File: src/rtl/mem_port_pkg.sv
// Shared types and helpers for the memory-port initiator and its transaction FIFO.
package mem_port_pkg;

  // Widest address the transaction record can carry; ADDR_WIDTH must not exceed it.
  localparam int unsigned TXN_ADDR_WIDTH = 64;

  // One granted transaction awaiting its completion.
  typedef struct packed {
    logic [TXN_ADDR_WIDTH-1:0] addr;
    logic                      we;
  } txn_t;

  // Bits needed to count 0..max_out outstanding transactions.
  function automatic int unsigned cnt_width(input int unsigned max_out);
    return $clog2(max_out + 1);
  endfunction

endpackage

File: src/rtl/mem_port_txn_fifo.sv
// In-order FIFO of granted transactions; simultaneous push and pop allowed.
module mem_port_txn_fifo
  import mem_port_pkg::*;
#(
  parameter int unsigned DEPTH = 2,
  localparam int unsigned CNT_W = cnt_width(DEPTH),
  localparam int unsigned PTR_W = (DEPTH > 1) ? $clog2(DEPTH) : 1
) (
  input  logic             clk,
  input  logic             rst,
  input  logic             push_i,
  input  txn_t             push_data_i,
  input  logic             pop_i,
  output txn_t             head_o,
  output logic             full_o,
  output logic             empty_o,
  output logic [CNT_W-1:0] count_o
);

  txn_t             mem_q [DEPTH];
  logic [PTR_W-1:0] wr_ptr_q, rd_ptr_q;
  logic [CNT_W-1:0] count_q;

  function automatic logic [PTR_W-1:0] ptr_inc(input logic [PTR_W-1:0] p);
    return (p == PTR_W'(DEPTH - 1)) ? '0 : p + PTR_W'(1);
  endfunction

  // Storage array: written on push, read combinationally at the read pointer.
  // NOTE: the data array has no reset; validity is tracked by count_q alone.
  always_ff @(posedge clk) begin
    if (push_i) mem_q[wr_ptr_q] <= push_data_i;
  end

  // Pointers and occupancy, wrapping modulo DEPTH.
  // NOTE: non-blocking assignments so every register samples pre-edge values.
  always_ff @(posedge clk or posedge rst) begin
    if (rst) begin
      wr_ptr_q <= '0;
      rd_ptr_q <= '0;
      count_q  <= '0;
    end else begin
      if (push_i) wr_ptr_q <= ptr_inc(wr_ptr_q);
      if (pop_i)  rd_ptr_q <= ptr_inc(rd_ptr_q);
      if (push_i && !pop_i)      count_q <= count_q + CNT_W'(1);
      else if (pop_i && !push_i) count_q <= count_q - CNT_W'(1);
    end
  end

  // The parent never overfills or over-drains this FIFO.
  always_ff @(posedge clk) begin
    if (!rst) begin
      assert (!(push_i && full_o));
      assert (!(pop_i && empty_o));
    end
  end

  assign head_o  = mem_q[rd_ptr_q];
  assign full_o  = (count_q == CNT_W'(DEPTH));
  assign empty_o = (count_q == '0);
  assign count_o = count_q;

endmodule

File: src/rtl/mem_port_initiator.sv
// Initiator side of the req/gnt/rvalid RAM port with in-order completion tracking.
module mem_port_initiator
  import mem_port_pkg::*;
#(
  parameter int unsigned ADDR_WIDTH      = 32,
  parameter int unsigned DATA_WIDTH      = 32,
  parameter int unsigned MAX_OUTSTANDING = 2
) (
  input  logic                  clk,
  input  logic                  rst,
  input  logic                  cmd_valid_i,
  output logic                  cmd_ready_o,
  input  logic [ADDR_WIDTH-1:0] cmd_addr_i,
  input  logic                  cmd_we_i,
  input  logic [DATA_WIDTH-1:0] cmd_wdata_i,
  output logic                  rsp_valid_o,
  output logic [ADDR_WIDTH-1:0] rsp_addr_o,
  output logic                  rsp_we_o,
  output logic [DATA_WIDTH-1:0] rsp_rdata_o,
  output logic                  port_req_o,
  input  logic                  port_gnt_i,
  input  logic                  port_rvalid_i,
  output logic [ADDR_WIDTH-1:0] port_addr_o,
  output logic                  port_we_o,
  output logic [DATA_WIDTH-1:0] port_wdata_o,
  input  logic [DATA_WIDTH-1:0] port_rdata_i,
  output logic                  err_o
);

  localparam int unsigned CNT_W = cnt_width(MAX_OUTSTANDING);

  // Request stage
  logic                  req_q, req_d;
  logic [ADDR_WIDTH-1:0] addr_q, addr_d;
  logic                  we_q, we_d;
  logic [DATA_WIDTH-1:0] wdata_q, wdata_d;
  // Response and error
  logic                  rsp_valid_q, rsp_valid_d;
  logic [ADDR_WIDTH-1:0] rsp_addr_q, rsp_addr_d;
  logic                  rsp_we_q, rsp_we_d;
  logic [DATA_WIDTH-1:0] rsp_rdata_q, rsp_rdata_d;
  logic                  err_q, err_d;

  logic             grant, accept, pop, cmd_ready;
  logic             fifo_full, fifo_empty;
  logic [CNT_W-1:0] outstanding;
  logic [CNT_W:0]   occ_after;
  txn_t             push_txn, head_txn;

  // A completion is only real while something is outstanding; a stray rvalid
  // must not free a slot, or MAX_OUTSTANDING=1 could overfill the FIFO.
  assign grant     = req_q && port_gnt_i;
  assign pop       = port_rvalid_i && !fifo_empty;
  assign occ_after = {1'b0, outstanding} + (CNT_W+1)'(req_q) - (CNT_W+1)'(pop);
  assign cmd_ready = (!req_q || port_gnt_i) &&
                     (occ_after < (CNT_W+1)'(MAX_OUTSTANDING));
  assign accept    = cmd_valid_i && cmd_ready;

  assign push_txn.addr = TXN_ADDR_WIDTH'(addr_q);
  assign push_txn.we   = we_q;

  mem_port_txn_fifo #(.DEPTH(MAX_OUTSTANDING)) u_txn_fifo (
    .clk         (clk),
    .rst         (rst),
    .push_i      (grant),
    .push_data_i (push_txn),
    .pop_i       (pop),
    .head_o      (head_txn),
    .full_o      (fifo_full),
    .empty_o     (fifo_empty),
    .count_o     (outstanding)
  );

  // Next state: stage load/hold/clear, completion capture, sticky error.
  // NOTE: every _d gets a default first so no path infers a latch.
  always_comb begin
    req_d       = req_q;
    addr_d      = addr_q;
    we_d        = we_q;
    wdata_d     = wdata_q;
    rsp_valid_d = pop;
    rsp_addr_d  = rsp_addr_q;
    rsp_we_d    = rsp_we_q;
    rsp_rdata_d = rsp_rdata_q;
    err_d       = err_q | (port_rvalid_i && fifo_empty);
    if (accept) begin
      req_d   = 1'b1;
      addr_d  = cmd_addr_i;
      we_d    = cmd_we_i;
      wdata_d = cmd_wdata_i;
    end else if (grant) begin
      req_d = 1'b0;
    end
    if (pop) begin
      rsp_addr_d  = ADDR_WIDTH'(head_txn.addr);
      rsp_we_d    = head_txn.we;
      rsp_rdata_d = port_rdata_i;
    end
  end

  // State registers; reset drops any pending request immediately.
  always_ff @(posedge clk or posedge rst) begin
    if (rst) begin
      req_q       <= 1'b0;
      addr_q      <= '0;
      we_q        <= 1'b0;
      wdata_q     <= '0;
      rsp_valid_q <= 1'b0;
      rsp_addr_q  <= '0;
      rsp_we_q    <= 1'b0;
      rsp_rdata_q <= '0;
      err_q       <= 1'b0;
    end else begin
      req_q       <= req_d;
      addr_q      <= addr_d;
      we_q        <= we_d;
      wdata_q     <= wdata_d;
      rsp_valid_q <= rsp_valid_d;
      rsp_addr_q  <= rsp_addr_d;
      rsp_we_q    <= rsp_we_d;
      rsp_rdata_q <= rsp_rdata_d;
      err_q       <= err_d;
    end
  end

  assign cmd_ready_o  = cmd_ready;
  assign port_req_o   = req_q;
  assign port_addr_o  = addr_q;
  assign port_we_o    = we_q;
  assign port_wdata_o = wdata_q;
  assign rsp_valid_o  = rsp_valid_q;
  assign rsp_addr_o   = rsp_addr_q;
  assign rsp_we_o     = rsp_we_q;
  assign rsp_rdata_o  = rsp_rdata_q;
  assign err_o        = err_q;

endmodule

File: config.mk
export PLATFORM = sky130hd
export DESIGN_NAME = mem_port_initiator
export DESIGN_NICKNAME = d
export VERILOG_FILES = /design/src/rtl/mem_port_pkg.sv /design/src/rtl/mem_port_txn_fifo.sv /design/src/rtl/mem_port_initiator.sv
export SDC_FILE = /design/constraint.sdc
export NUM_CORES = 1
export LEC_CHECK = 0
export BUFFER_PORTS_ARGS = -buffer_cell sky130_fd_sc_hd__buf_2
export CAP_MARGIN = 20
export CORE_MARGIN = 3
export CORE_UTILIZATION = 30
export DETAILED_ROUTE_END_ITERATION = 7
export HOLD_SLACK_MARGIN = 0.12
export PLACE_DENSITY = 0.48
export REMOVE_ABC_BUFFERS = 1
export SYNTH_ARGS = -nofsm -noshare
export SYNTH_HDL_FRONTEND = slang
export SYNTH_SLANG_ARGS = --single-unit
export TNS_END_PERCENT = 30
File: constraint.sdc
create_clock -name clk -period 12.15 [get_ports clk]
set_input_delay 0.6075 -clock clk [delete_from_list [all_inputs] [get_ports clk]]
set_output_delay 0.6075 -clock clk [all_outputs]
set_load 0.1 [all_outputs]
* Word-level counts from Yosys, hierarchy flattened
Memory sizes are Yosys's and may differ from the RTL's. A register that Yosys moved wholly into a read port is not among the register bits. Cells that the tools add are included.
Word-level totals: bits in registers 104, bits in writable memories 66, output and inout port bits 134, logic and storage cells 42, memories kept 1
Memories:
- u_txn_fifo.mem_q | depth 2, width 33, rd ports 1, clocked after memory_dff 1, wr ports 1, line mem_port_txn_fifo.sv:20 | txn_t mem_q [DEPTH];
Cells by class: add/subtract/negate cells 6, order comparisons 1, muxes and demuxes 8, bitwise gates (word level) 1, reductions and logical operators 15
Operator list (count):
- $logic_and A1 B1 Y1 | 7
- $mux W1 | 6
- $logic_not A1 Y1 | 4
- $mux W2 | 2
- $reduce_bool A2 Y1 | 2
- $add A2 B1 Y3 | 1
- $lt A3 B2 Y1 const B | 1
- $sub A3 B1 Y3 | 1
- $add A1 B1 Y1 const B | 2
- $add A2 B1 Y2 const B | 1
- $logic_not A2 Y1 | 1
- $sub A2 B1 Y2 const B | 1
- $logic_or A1 B1 Y1 | 1
- $or A1 B1 Y1 | 1

* Depth between registers and ports, before layout
Gate-level depths: netlist of the first run.
depth after elaboration 8, depth in mapped cells 12, gate-level depth less buffers 8

* Hierarchy
From an unflattened synthesis of the first run, not the netlist that was laid out.
Second synthesis, totals: cell total of the unflattened synthesis 511, area, all modules 10297.4 um^2
Modules (own cells, without submodules):
- mem_port_initiator | instances 1, cells an instance 292, area an instance 5255.0 um^2
- mem_port_txn_fifo | instances 1, cells an instance 219, area an instance 5042.3 um^2

* Worst setup path before layout of the first run
No wires, ideal clock.
path kind input to output, from in port_rvalid_i, to out cmd_ready_o, arrival 3068 ps, data required time 11542 ps, slack 8474 ps, cell stages on the path 9, cell sequence o21ai_0 > buf_2 > buf_1 > inv_1 > ha_1 > nand2b_1 > fa_1 > xnor2_1 > and3_1
On the way: cells in the longest elaborated chain, start to end 4
RTL lines:
- from (decl) | line mem_port_initiator.sv:22 | input logic port_rvalid_i,
- $logic_and A1 B1 Y1 | line mem_port_initiator.sv:53 | assign pop = port_rvalid_i && !fifo_empty;
- via pop | line mem_port_initiator.sv:44 | logic grant, accept, pop, cmd_ready;
- $sub A3 B1 Y3 | line mem_port_initiator.sv:54 | assign occ_after = {1'b0, outstanding} + (CNT_W+1)'(req_q) - (CNT_W+1)'(pop);
- $lt A3 B2 Y1 | line mem_port_initiator.sv:56 | (occ_after < (CNT_W+1)'(MAX_OUTSTANDING));
- $logic_and A1 B1 Y1 | line mem_port_initiator.sv:55 | assign cmd_ready = (!req_q || port_gnt_i) &&
- to (decl) | line mem_port_initiator.sv:12 | output logic cmd_ready_o,
The timed path passes the listed nets, and every way through them passes these cells.

* Worst setup path in the final report of the first run
from reg u_txn_fifo.count_q[1] (netlist: u_txn_fifo.count_o[1]), to reg addr_q[31] (netlist: port_addr_o[31])
On the way: cells in the longest elaborated chain, start to end 7, elaborated cells between the ends (all ways) 8
RTL lines:
- from (decl) | line mem_port_txn_fifo.sv:22 | logic [CNT_W-1:0] count_q;
- from (signal assigned) | line mem_port_txn_fifo.sv:44 | if (push_i && !pop_i) count_q <= count_q + CNT_W'(1);
- from (signal assigned) | line mem_port_txn_fifo.sv:45 | else if (pop_i && !push_i) count_q <= count_q - CNT_W'(1);
- $logic_not A2 Y1 | line mem_port_txn_fifo.sv:59 | assign empty_o = (count_q == '0);
- $logic_not A1 Y1 | line mem_port_initiator.sv:53
- $logic_and A1 B1 Y1 | line mem_port_initiator.sv:53
- via pop | line mem_port_initiator.sv:44
- $sub A3 B1 Y3 | line mem_port_initiator.sv:54
- $lt A3 B2 Y1 | line mem_port_initiator.sv:56
- $logic_and A1 B1 Y1 | line mem_port_initiator.sv:55
- $logic_and A1 B1 Y1 | line mem_port_initiator.sv:57 | assign accept = cmd_valid_i && cmd_ready;
- to (signal assigned) | line mem_port_initiator.sv:115 | addr_q <= addr_d;
- to (decl) | line mem_port_initiator.sv:34 | logic [ADDR_WIDTH-1:0] addr_q, addr_d;
The timed path passes the listed nets, and every way through them passes these cells. A chain may end at the register's enable or synchronous reset.

==> results of run 1 <==
==> through the flow <==
stage | cells | setup slack (ps) | cell area (µm²)
5_1_grt | 1030 | 7499 | 9883
6_report | 1030 | 7899 | 9883
3_5_place_dp | 988 | 7804 | 9154
4_1_cts | 1029 | 7800 | 9863
2_1_floorplan | 425 | 3339 | 7496
3_3_place_gp | 987 | 7957 | 9126
==> registers in the layout (all words and copies together) (netlist names) <==
name and flops:
u_txn_fifo.mem_q 66, port_addr_o 32, port_wdata_o 32, rsp_addr_o 32
rsp_rdata_o 32, u_txn_fifo.count_o 2, err_o 1, port_req_o 1
port_we_o 1, rsp_valid_o 1, rsp_we_o 1, u_txn_fifo.rd_ptr_q 1
u_txn_fifo.wr_ptr_q 1
==> layout by cell type (no fill, tap or decap), types with 8 or more instances in the layout <==
| master | count |
|---|---|
| sky130_fd_sc_hd__buf_2 | 235 |
| sky130_fd_sc_hd__dfrtp_1 | 136 |
| sky130_fd_sc_hd__edfxtp_1 | 66 |
| sky130_fd_sc_hd__mux2_4 | 50 |
| sky130_fd_sc_hd__mux2_2 | 47 |
| sky130_fd_sc_hd__nand2_1 | 35 |
| sky130_fd_sc_hd__mux2i_1 | 33 |
| sky130_fd_sc_hd__o21ai_0 | 33 |
| sky130_fd_sc_hd__clkbuf_16 | 23 |
| sky130_fd_sc_hd__clkbuf_1 | 8 |
==> layout make-up <==
class / count / area [µm²] / area share (%)
Clock buffer: 34 / 646.9 / 6.545
Multi-Input combinational cell: 218 / 2091 / 21.15
Clock inverter: 7 / 62.56 / 0.6330
Tap cell: 324 / 405.4 / 4.102
Timing Repair Buffer: 240 / 1246 / 12.61
Sequential cell: 203 / 5411 / 54.75
Inverter: 4 / 20.02 / 0.2026
==> cell usage after synthesis, drive strengths merged <==
| library cell | number |
|---|---|
| a21o | 1 |
| and3 | 2 |
| and4 | 1 |
| buf | 19 |
| clkbuf | 3 |
| dfrtp | 137 |
| edfxtp | 66 |
| fa | 1 |
| ha | 2 |
| inv | 4 |
| mux2 | 97 |
| mux2i | 33 |
| nand2 | 35 |
| nand2b | 2 |
| nand4 | 1 |
| nor2 | 3 |
| o21ai | 34 |
| xnor2 | 4 |
| xor2 | 2 |
==> worst max-delay path, cell delays in order, from the launching register on <==
cell                       delay, ps
sky130_fd_sc_hd__dfrtp_1         470
sky130_fd_sc_hd__o21ai_4         730
sky130_fd_sc_hd__inv_1           130
sky130_fd_sc_hd__ha_1            300
sky130_fd_sc_hd__nand2b_1        160
sky130_fd_sc_hd__fa_1            400
sky130_fd_sc_hd__xnor2_1         230
sky130_fd_sc_hd__and4_4          550
sky130_fd_sc_hd__buf_4           690
sky130_fd_sc_hd__mux2_2          410
==> worst min-delay path by stage <==
stage | startpoint | endpoint | slack, ps | depth (start not counted)
final | rst | port_addr_o[4] | 170 | 2
after global routing | rst | rsp_rdata_o[17] | 230 | 2
after CTS | rst | port_addr_o[28] | 210 | 2
after detailed placement | err_o | err_o | 460 | 1
after global placement | err_o | err_o | 440 | 1
after floorplan | u_txn_fifo.wr_ptr_q | u_txn_fifo.wr_ptr_q | 460 | 1
==> logic make-up (layout without fill, tap and decap cells) <==
group	count (synthesis)	in the layout
DFF	203	203
adders and majority gates	3	3
muxes	130	130
xor gates and xnor gates	6	6
and+or+nand+nor	44	44
buffers and inverters	26	285
AOI/OAI and AO/OA	35	35
==> layer usage <==
metal	vias up	wire (µm)	global-route usage, %
met5	-	0	0
met4	0	366	2.893
met3	26	1584	4.428
met2	208	7433	19.11
met1	2085	7105	14.76
li1	2078	-	-
==> results.ini, run 1 <==
[status]
status=finished, final reports clean

[clock_tree]
clk_transition_reported_paths_ps=60
clkLatencyLatePin_ps=490
clock_path_buffers=3
post_cts.repair.setup_buffers=0
cts.hold.buffers_added=0
clock-root-buffer=sky130_fd_sc_hd__clkbuf_16
cts_resized=0
cts.sinks=203
max_h_tree_level=1
cts_buffers=23
tritoncts=built

[timing]
clock.fmax_mhz=235.2
tns_ps=0
setup-violations-final=0
finalCritPeriodShare_pct=34.99
timing.final.hold_violations=0
final_max_slew_viol_count=0
final.min_clock_period_ps=4251
rsz0062_at_grt=no
tightestPinTransition_ps=962.1
worst_clock_skew_ps=7.183
maxSlewHeadroom_pct=35.86
hold_ws_ps=173.0

[setup_path]
launching_instance_or_port_of_the_critical_path=u_txn_fifo.count_o[1]
worst_r2r_path_depth=9
critPathCaptureType=register
worst_setup_path_endpoint=port_addr_o[31]
criticalPathCategory=register to register
cp_data_required_time_ps=12530
r2r_end=port_addr_o[31]
critical_path_peak_fanout=44
timing.rr.start=u_txn_fifo.count_o[1]
start_kind=register
critPathArrivalTime_ps=4630
worst-r2r-setup-slack_ps=7900

[logic_synthesis]
syn_area_mm2=0.007692
number_of_distinct_library_cells_after_synthesis=23
synthDominantAreaCellType=sky130_fd_sc_hd__dfrtp_1
post_synth_and_or_nand_nor_area_fraction_pct=2.407
yosysSeqAreaShare_pct=70.33
muxShareOfSynthArea_pct=20.93
synth-compound-area-share_pct=2.310
synth.avg_cell_area_um2=17.21
yosys.area_share.xor_xnor_pct=0.6831
main_combinational_cell_family_by_area_after_synthesis=multiplexers
netlist_top_cells_area=sky130_fd_sc_hd__dfrtp_1 45%, sky130_fd_sc_hd__edfxtp_1 26%, sky130_fd_sc_hd__mux2_4 9.8%
post_synth_fa_ha_maj_area_fraction_pct=0.5856
syn-instance-count=447
netlist.area_leader.share_pct=44.57
synthesis.yosys.warnings=0
post_synthesis_register_bit_count=203

[floorplanning]
start_util_pct=31.08
design.die.area_mm2=0.02760
design.portCount=236
die_y_um=166.1
placement_rows=57
coreArea_mm2=0.02475
die_w_um=166.1

[final_layout]
post_route_cells_drive_above_1_share_pct=52.97
final.fill_count=2344
area_delta_synth_final_pct=28.48
number_of_diodes_added_for_antenna_fixing=0
nNetsFinal=795
finish.utilization_pct=39.94

[routing]
detail_route.wirelength_mm=16.49
drt-wirelength-per-cell_um=16.01
drc=0
detail_route.iter0.violations=173
routed-via-count=4397
drtPass1Iterations=4
postRouteAntennaNets=0
route.detailed.vias_per_inst=4.269

[global_route]
grt_use_total_pct=11.69
grt_pass1_wl_mm=26.36
first_global_vias=4793
grt_antenna_before_repair=0
grt_max_degree=77
grt-ovfl-total=0

[run]
max_cap_violations=0

[place]
place_hpwl_mm=11.23
routabilityCongestion=0.7411
port_buffers=235

[hold_path]
worstHoldPathType=primary input to asynchronous set/reset pin

Power of run 1 is not shown: default switching activity piles up to over one toggle a cycle in this logic, so the estimate is an artifact.
==> inputs of run 2 (changes only) <==
--- a/config.mk
+++ b/config.mk
@@ -5,6 +5,7 @@
 export SDC_FILE = /design/constraint.sdc
 export NUM_CORES = 1
 export LEC_CHECK = 0
+export ABC_AREA = 1
 export BUFFER_PORTS_ARGS = -buffer_cell sky130_fd_sc_hd__buf_2
 export CAP_MARGIN = 20
 export CORE_MARGIN = 3
==> constraint.sdc (replaced) <==
create_clock -name clk -period 4.1 [get_ports clk]
set_input_delay 0.205 -clock clk [delete_from_list [all_inputs] [get_ports clk]]
set_output_delay 0.205 -clock clk [all_outputs]
set_load 0.1 [all_outputs]
==> results.ini, run 2 <==
[status]
status=finished, final reports clean

[place]
routabilityCongestion=0.6965  ; -6.0%
port_buffers=235  ; unchanged
place_hpwl_mm=13.12  ; +17%

[logic_synthesis]
synth_flop_cell=sky130_fd_sc_hd__dfrtp_1
synth_common_cells=431 x sky130_fd_sc_hd__nand2_1, 137 x sky130_fd_sc_hd__dfrtp_1, 66 x sky130_fd_sc_hd__edfxtp_1
number_of_enable_flip_flop_cells_after_synthesis=66  ; unchanged
number_of_distinct_library_cells_after_synthesis=25  ; +8.7%
synthDominantAreaCellType=sky130_fd_sc_hd__dfrtp_1
yosys.cell_count.top_type=sky130_fd_sc_hd__nand2_1
post_synthesis_register_bit_count=203  ; unchanged
synthesis.yosys.warnings=0  ; unchanged
netlist_top_cells_area=sky130_fd_sc_hd__dfrtp_1 43%, sky130_fd_sc_hd__edfxtp_1 25%, sky130_fd_sc_hd__nand2_1 20%
syn_area_mm2=0.007908  ; +2.8%
synthArstFlopShare_pct=67.49  ; unchanged
netlist.area_leader.share_pct=43.35  ; -1.2 points
syn-instance-count=777  ; +74%
synth.avg_cell_area_um2=10.18  ; -41%
yosysSeqAreaShare_pct=68.42  ; -1.9 points

[setup_path]
critical_path_peak_fanout=24  ; -45%
r2r_end=port_addr_o[18]
criticalPathCategory=register to output port
worst_r2r_path_depth=13  ; +4
critPathCaptureType=output port
critical_path.slowest_cell=sky130_fd_sc_hd__dfrtp_1
start_kind=register
cp_data_required_time_ps=3890  ; -8640 ps
path_buf_inv=4  ; +2
crit_path_cell_trace=inv_2, nand2_1, nand2_2, inv_2, ha_1, or2_2, fa_1, inv_1, nand2_1, nand2_4, and2_1, buf_12
timing.rr.start=u_txn_fifo.count_o[0]
critPathArrivalTime_ps=2950  ; -1680 ps
cpPeakStageDelay_ps=410  ; -320 ps
critical_path.top_delay_family=simple AND/OR/NAND/NOR gates
worst-r2r-setup-slack_ps=1020  ; -6880 ps

[final_layout]
most_common_cell_after_layout_fill_and_taps_aside=sky130_fd_sc_hd__nand2_1
most-common-layout-cells=430 x sky130_fd_sc_hd__nand2_1, 234 x sky130_fd_sc_hd__buf_2, 136 x sky130_fd_sc_hd__dfrtp_1
finish.utilization_pct=43.38  ; +3.4 points
nNetsFinal=1204  ; +51%
top_register=u_txn_fifo.mem_q
number_of_diodes_added_for_antenna_fixing=0  ; unchanged
post_route_cells_drive_above_1_share_pct=26.28  ; -27 points
area_delta_synth_final_pct=40.14
flip_flop_count_of_the_largest_register_all_copies_and_words_added=66  ; unchanged

[timing]
tns_ps=0  ; unchanged
final_max_slew_viol_count=0  ; unchanged
maxSlewHeadroom_pct=46.04  ; +10 points
rsz0062_at_grt=no
worst_clock_skew_ps=7.991  ; +0.8084 ps
final.min_clock_period_ps=3157
timing.final.hold_violations=0  ; unchanged
tightestPinTransition_ps=809.4  ; -152.7 ps
finalCritPeriodShare_pct=77.00
clock.fmax_mhz=316.8
setup-violations-final=0  ; unchanged

[routing]
route.detailed.vias_per_inst=4.421  ; +3.6%
drtPass1Iterations=4  ; unchanged
postRouteAntennaNets=0  ; unchanged
routed-via-count=6388  ; +45%
drc=0  ; unchanged
drt-wirelength-per-cell_um=15.18  ; -5.2%
detail_route.wirelength_mm=21.93  ; +33%
detail_route.iter0.violations=313  ; +81%

[clock_tree]
max_h_tree_level=1  ; unchanged
clk_transition_reported_paths_ps=60  ; about the same
cts.sinks=203  ; unchanged
post_cts.repair.setup_buffers=0  ; unchanged
cts_buffers=23  ; unchanged
clkLatencyLatePin_ps=490  ; about the same
tritoncts=built
clock-root-buffer=sky130_fd_sc_hd__clkbuf_16
clock_path_buffers=3  ; unchanged

[global_route]
grt_pass1_wl_mm=34.98  ; +33%
grt_max_degree=79  ; +2.6%
grt_antenna_before_repair=0  ; unchanged
grt-ovfl-total=0  ; unchanged
first_global_vias=6465  ; +35%
grt_use_total_pct=15.17  ; +3.5 points

[floorplanning]
placement_rows=58  ; +1.8%
design.die.area_mm2=0.02834  ; +2.7%
start_util_pct=30.96  ; -0.13 points
design.portCount=236  ; unchanged
die_y_um=168.4  ; +1.3%
coreArea_mm2=0.02554  ; +3.2%
die_w_um=168.4  ; +1.3%

[hold_path]
hold_path_startpoint=cmd_valid_i
hold_depth=4
end_of_the_worst_hold_path=port_wdata_o[7]
worstHoldPathType=primary input to register

[run]
max_cap_violations=0  ; unchanged

run 2: worst reg2reg max path, cell delays in order, from the launching register on:
cell and delay [ps]:
sky130_fd_sc_hd__dfrtp_1 410, sky130_fd_sc_hd__inv_2 100, sky130_fd_sc_hd__nand2_1 70, sky130_fd_sc_hd__nand2_2 70, sky130_fd_sc_hd__inv_2 40, sky130_fd_sc_hd__ha_1 250
sky130_fd_sc_hd__or2_2 300, sky130_fd_sc_hd__fa_1 380, sky130_fd_sc_hd__nand2_1 120, sky130_fd_sc_hd__nand2_4 210, sky130_fd_sc_hd__nand3_4 330, sky130_fd_sc_hd__buf_4 510
sky130_fd_sc_hd__nand2_1 160, sky130_fd_sc_hd__nand2_1 80
run 2: kinds of logic (layout without fill, tap and decap cells):
group / after synthesis / count (layout) / synth area share [%]
compound gates: 3 / 3 / 0.3798
buf+inv: 61 / 399 / 4.098
flops: 203 / 203 / 68.42
simple gates: 503 / 503 / 26.09
fa+ha+maj: 3 / 3 / 0.5696
xor+xnor: 4 / 4 / 0.4431
run 2: what timing repair did:
item	in CTS	in global routing
resized for setup	0	0
hold buffers	100	0
hold endpoints to repair	175	0
run 2: worst max path at each step:
| stage | slack (ps) | to | start | cells after the start |
|---|---|---|---|---|
| global placement | 1050 | port_wdata_o[23] | u_txn_fifo.count_o[1] | 13 |
| CTS | 890 | cmd_ready_o | u_txn_fifo.count_o[1] | 12 |
| global route | 710 | port_wdata_o[18] | u_txn_fifo.count_o[1] | 13 |
| floorplan | -1740 | port_addr_o[0] | u_txn_fifo.count_o[1] | 13 |
| finish | 940 | cmd_ready_o | u_txn_fifo.count_o[0] | 12 |
| detailed placement | 1000 | port_wdata_o[2] | u_txn_fifo.count_o[1] | 13 |
run 2: area by class of cell:
type,count,area (µm²)
flip-flops and latches,203,5411
multi-input cells,513,2208
fillers,2485,14460
inverters,12,50.05
well taps,330,412.9
repair buffers,346,2307
clock inverters,8,38.79
clock buffers,33,653.1
run 2: metal layers:
metal / wire length [µm] / vias up / GRT usage (%)
met5: 0 / - / 0
met3: 1688 / 22 / 4.015
met4: 314 / 0 / 2.490
li1: - / 3163 / -
met2: 9933 / 225 / 25.66
met1: 9998 / 2978 / 20.03
run 2: stage by stage:
step / instance area, µm² / setup slack [ps] / hold WS, ps / std cells
3_3_place_gp: 9341 / 1050 / 401.4 / 1302
6_report: 11080 / 943.0 / 219.3 / 1445
3_5_place_dp: 9389 / 995.1 / 404.4 / 1304
2_1_floorplan: 7629 / -1745 / 314.6 / 728
4_1_cts: 11080 / 891.5 / 209.0 / 1445
5_1_grt: 11080 / 705.5 / 249.0 / 1445
Power of run 2 is left out for the same reason.
==> inputs of run 3 (changes only) <==
--- a/config.mk
+++ b/config.mk
@@ -5,14 +5,14 @@
 export SDC_FILE = /design/constraint.sdc
 export NUM_CORES = 1
 export LEC_CHECK = 0
-export ABC_AREA = 1
+export ABC_AREA = 0
 export BUFFER_PORTS_ARGS = -buffer_cell sky130_fd_sc_hd__buf_2
 export CAP_MARGIN = 20
 export CORE_MARGIN = 3
 export CORE_UTILIZATION = 30
 export DETAILED_ROUTE_END_ITERATION = 7
 export HOLD_SLACK_MARGIN = 0.12
-export PLACE_DENSITY = 0.48
+export PLACE_DENSITY = 0.5
 export REMOVE_ABC_BUFFERS = 1
 export SYNTH_ARGS = -nofsm -noshare
 export SYNTH_HDL_FRONTEND = slang
==> constraint.sdc (replaced) <==
create_clock -name clk -period 2.55 [get_ports clk]
set_input_delay 0.1275 -clock clk [delete_from_list [all_inputs] [get_ports clk]]
set_output_delay 0.1275 -clock clk [all_outputs]
set_load 0.1 [all_outputs]
==> results.ini, run 3 (same netlist as run 1, synthesis figures left out) <==
[clock_tree]
tritoncts=built
cts.sinks=203  ; unchanged
clock-root-buffer=sky130_fd_sc_hd__clkbuf_16
clkLatencyLatePin_ps=490  ; about the same
cts_buffers=23  ; unchanged
max_h_tree_level=1  ; unchanged
clk_transition_reported_paths_ps=60  ; about the same
clock_path_buffers=3  ; unchanged

[setup_path]
critPathCaptureType=register
worst_r2r_path_depth=9  ; -4
criticalPathCategory=register to register
timing.rr.start=u_txn_fifo.count_o[0]
cp_data_required_time_ps=2920  ; -970 ps
critical_path_peak_fanout=7  ; -71%
critPathArrivalTime_ps=3000  ; +50 ps
start_kind=register
worst-r2r-setup-slack_ps=-80  ; -1100 ps
r2r_end=port_wdata_o[0]

[final_layout]
nNetsFinal=916  ; -24%
most-common-layout-cells=234 x sky130_fd_sc_hd__buf_2, 136 x sky130_fd_sc_hd__dfrtp_1, 102 x sky130_fd_sc_hd__dlygate4sd3_1
top_register=u_txn_fifo.mem_q
flip_flop_count_of_the_largest_register_all_copies_and_words_added=66  ; unchanged
final.fill_count=2195  ; -12%
most_common_cell_after_layout_fill_and_taps_aside=sky130_fd_sc_hd__buf_2
post_route_cells_drive_above_1_share_pct=48.43  ; +22 points
final-instance-count-excl-fill=1150  ; -20%
area_delta_synth_final_pct=46.99
number_of_diodes_added_for_antenna_fixing=0  ; unchanged

[place]
place_hpwl_mm=11.56  ; -12%
dp_slack_ps=-171.2  ; -1166 ps
port_buffers=235  ; unchanged
routabilityCongestion=0.7459  ; +7.1%
numPlacedInstances=998  ; -23%

[routing]
postRouteAntennaNets=0  ; unchanged
route.detailed.vias_per_inst=4.237  ; -4.2%
routed-via-count=4872  ; -24%
detail_route.wirelength_mm=18.17  ; -17%
drc=0  ; unchanged
detail_route.iter0.violations=137  ; -56%
drt-wirelength-per-cell_um=15.80  ; +4.1%
drtPass1Iterations=4  ; unchanged

[global_route]
met3_usage_pct=3.380  ; -0.63 points
grt_pass1_wl_mm=28.85  ; -18%
global_route.usage.met1_pct=16.22  ; -3.8 points
grt_use_total_pct=12.73  ; -2.4 points
grt_antenna_before_repair=0  ; unchanged
first_global_vias=5357  ; -17%
grt-ovfl-total=0  ; unchanged
gr-max-usage-layer=met2
grt_max_degree=69  ; -13%
gr-usage-met2_pct=21.75  ; -3.9 points

[timing]
timing.final.hold_violations=0  ; unchanged
clock.fmax_mhz=380.9
tightestPinTransition_ps=754.9  ; -54.44 ps
final.min_clock_period_ps=2626
maxSlewHeadroom_pct=49.67  ; +3.6 points
final_max_slew_viol_count=0  ; unchanged
timing.final.ws_setup_ps=-75.54  ; -1019 ps
setup-violations-final=44  ; +44
rsz0062_at_grt=yes
finalCritPeriodShare_pct=103.0
worst_clock_skew_ps=8.782  ; +0.7906 ps

[status]
status=complete, but fails checks
violations_in_the_final_reports=negative setup slack

[floorplanning]
die_y_um=166.1  ; -1.3%
die_w_um=166.1  ; -1.3%
design.portCount=236  ; unchanged
coreArea_mm2=0.02475  ; -3.1%
placement_rows=57  ; -1.7%
start_util_pct=31.08  ; +0.13 points
design.die.area_mm2=0.02760  ; -2.6%

[hold_path]
worstHoldPathType=primary input to asynchronous set/reset pin

[run]
max_cap_violations=0  ; unchanged

-- run 3: worst max-delay path by stage --
| stage | startpoint | end | slack, ps | cells after the start |
|---|---|---|---|---|
| floorplan | u_txn_fifo.count_o[1] | port_addr_o[19] | -6240 | 8 |
| CTS | u_txn_fifo.count_o[1] | cmd_ready_o | -100 | 9 |
| finish | u_txn_fifo.count_o[0] | port_wdata_o[0] | -80 | 9 |
| global placement | u_txn_fifo.count_o[1] | port_addr_o[27] | -110 | 9 |
| global route | u_txn_fifo.count_o[0] | cmd_ready_o | -170 | 9 |
| detailed placement | u_txn_fifo.count_o[1] | port_wdata_o[31] | -170 | 9 |
-- run 3: what timing repair did --
item / 4_1_cts / 5_1_grt
setup buffers: 6 / 2
setup endpoints to repair: 66 / 67
gates resized for setup: 14 / 21
cloned: 3 / 2
endpoints found under the hold margin: 203 / 0
hold buffers: 102 / 0
pin swaps: 2 / 3
-- run 3: cell type report --
cell class / count / area, µm² / share of cell area (%)
multi-input combinational: 218 / 2182 / 19.30
clock buffer: 33 / 653.1 / 5.776
clock inverter: 7 / 60.06 / 0.5311
tap: 324 / 405.4 / 3.585
timing repair buffer: 361 / 2575 / 22.77
inverter: 4 / 20.02 / 0.1770
sequential: 203 / 5411 / 47.86
-- run 3: critical path, cell delays in order, from the launching register on --
cell and delay (ps):
sky130_fd_sc_hd__dfrtp_1 410, sky130_fd_sc_hd__o21ai_4 170, sky130_fd_sc_hd__inv_2 70, sky130_fd_sc_hd__ha_4 200, sky130_fd_sc_hd__nand2b_4 130, sky130_fd_sc_hd__fa_2 550
sky130_fd_sc_hd__and4_4 370, sky130_fd_sc_hd__buf_12 160, sky130_fd_sc_hd__buf_16 130, sky130_fd_sc_hd__mux2_4 290
-- run 3: stage by stage --
stage                     area [µm²]  hold WS [ps]  util [%]  TNS, ps
after floorplan                 7496         244.4         -  -885220
after global placement          9274         168.6     37.47    -3683
after detailed placement        9274         169.2     37.47    -7137
after CTS                      11200         198.3     45.28   -535.3
after global routing           11310         221.3     45.69    -6370
final                          11310         194.9     45.69    -2036
-- run 3: metal layers --
layer  share of wire [%]  up-vias
met4                 1.5        0
li1                    -     2319
met5                   0        -
met2                  48      204
met3                 7.5       24
met1                  43     2325
Power of run 3 is left out for the same reason.
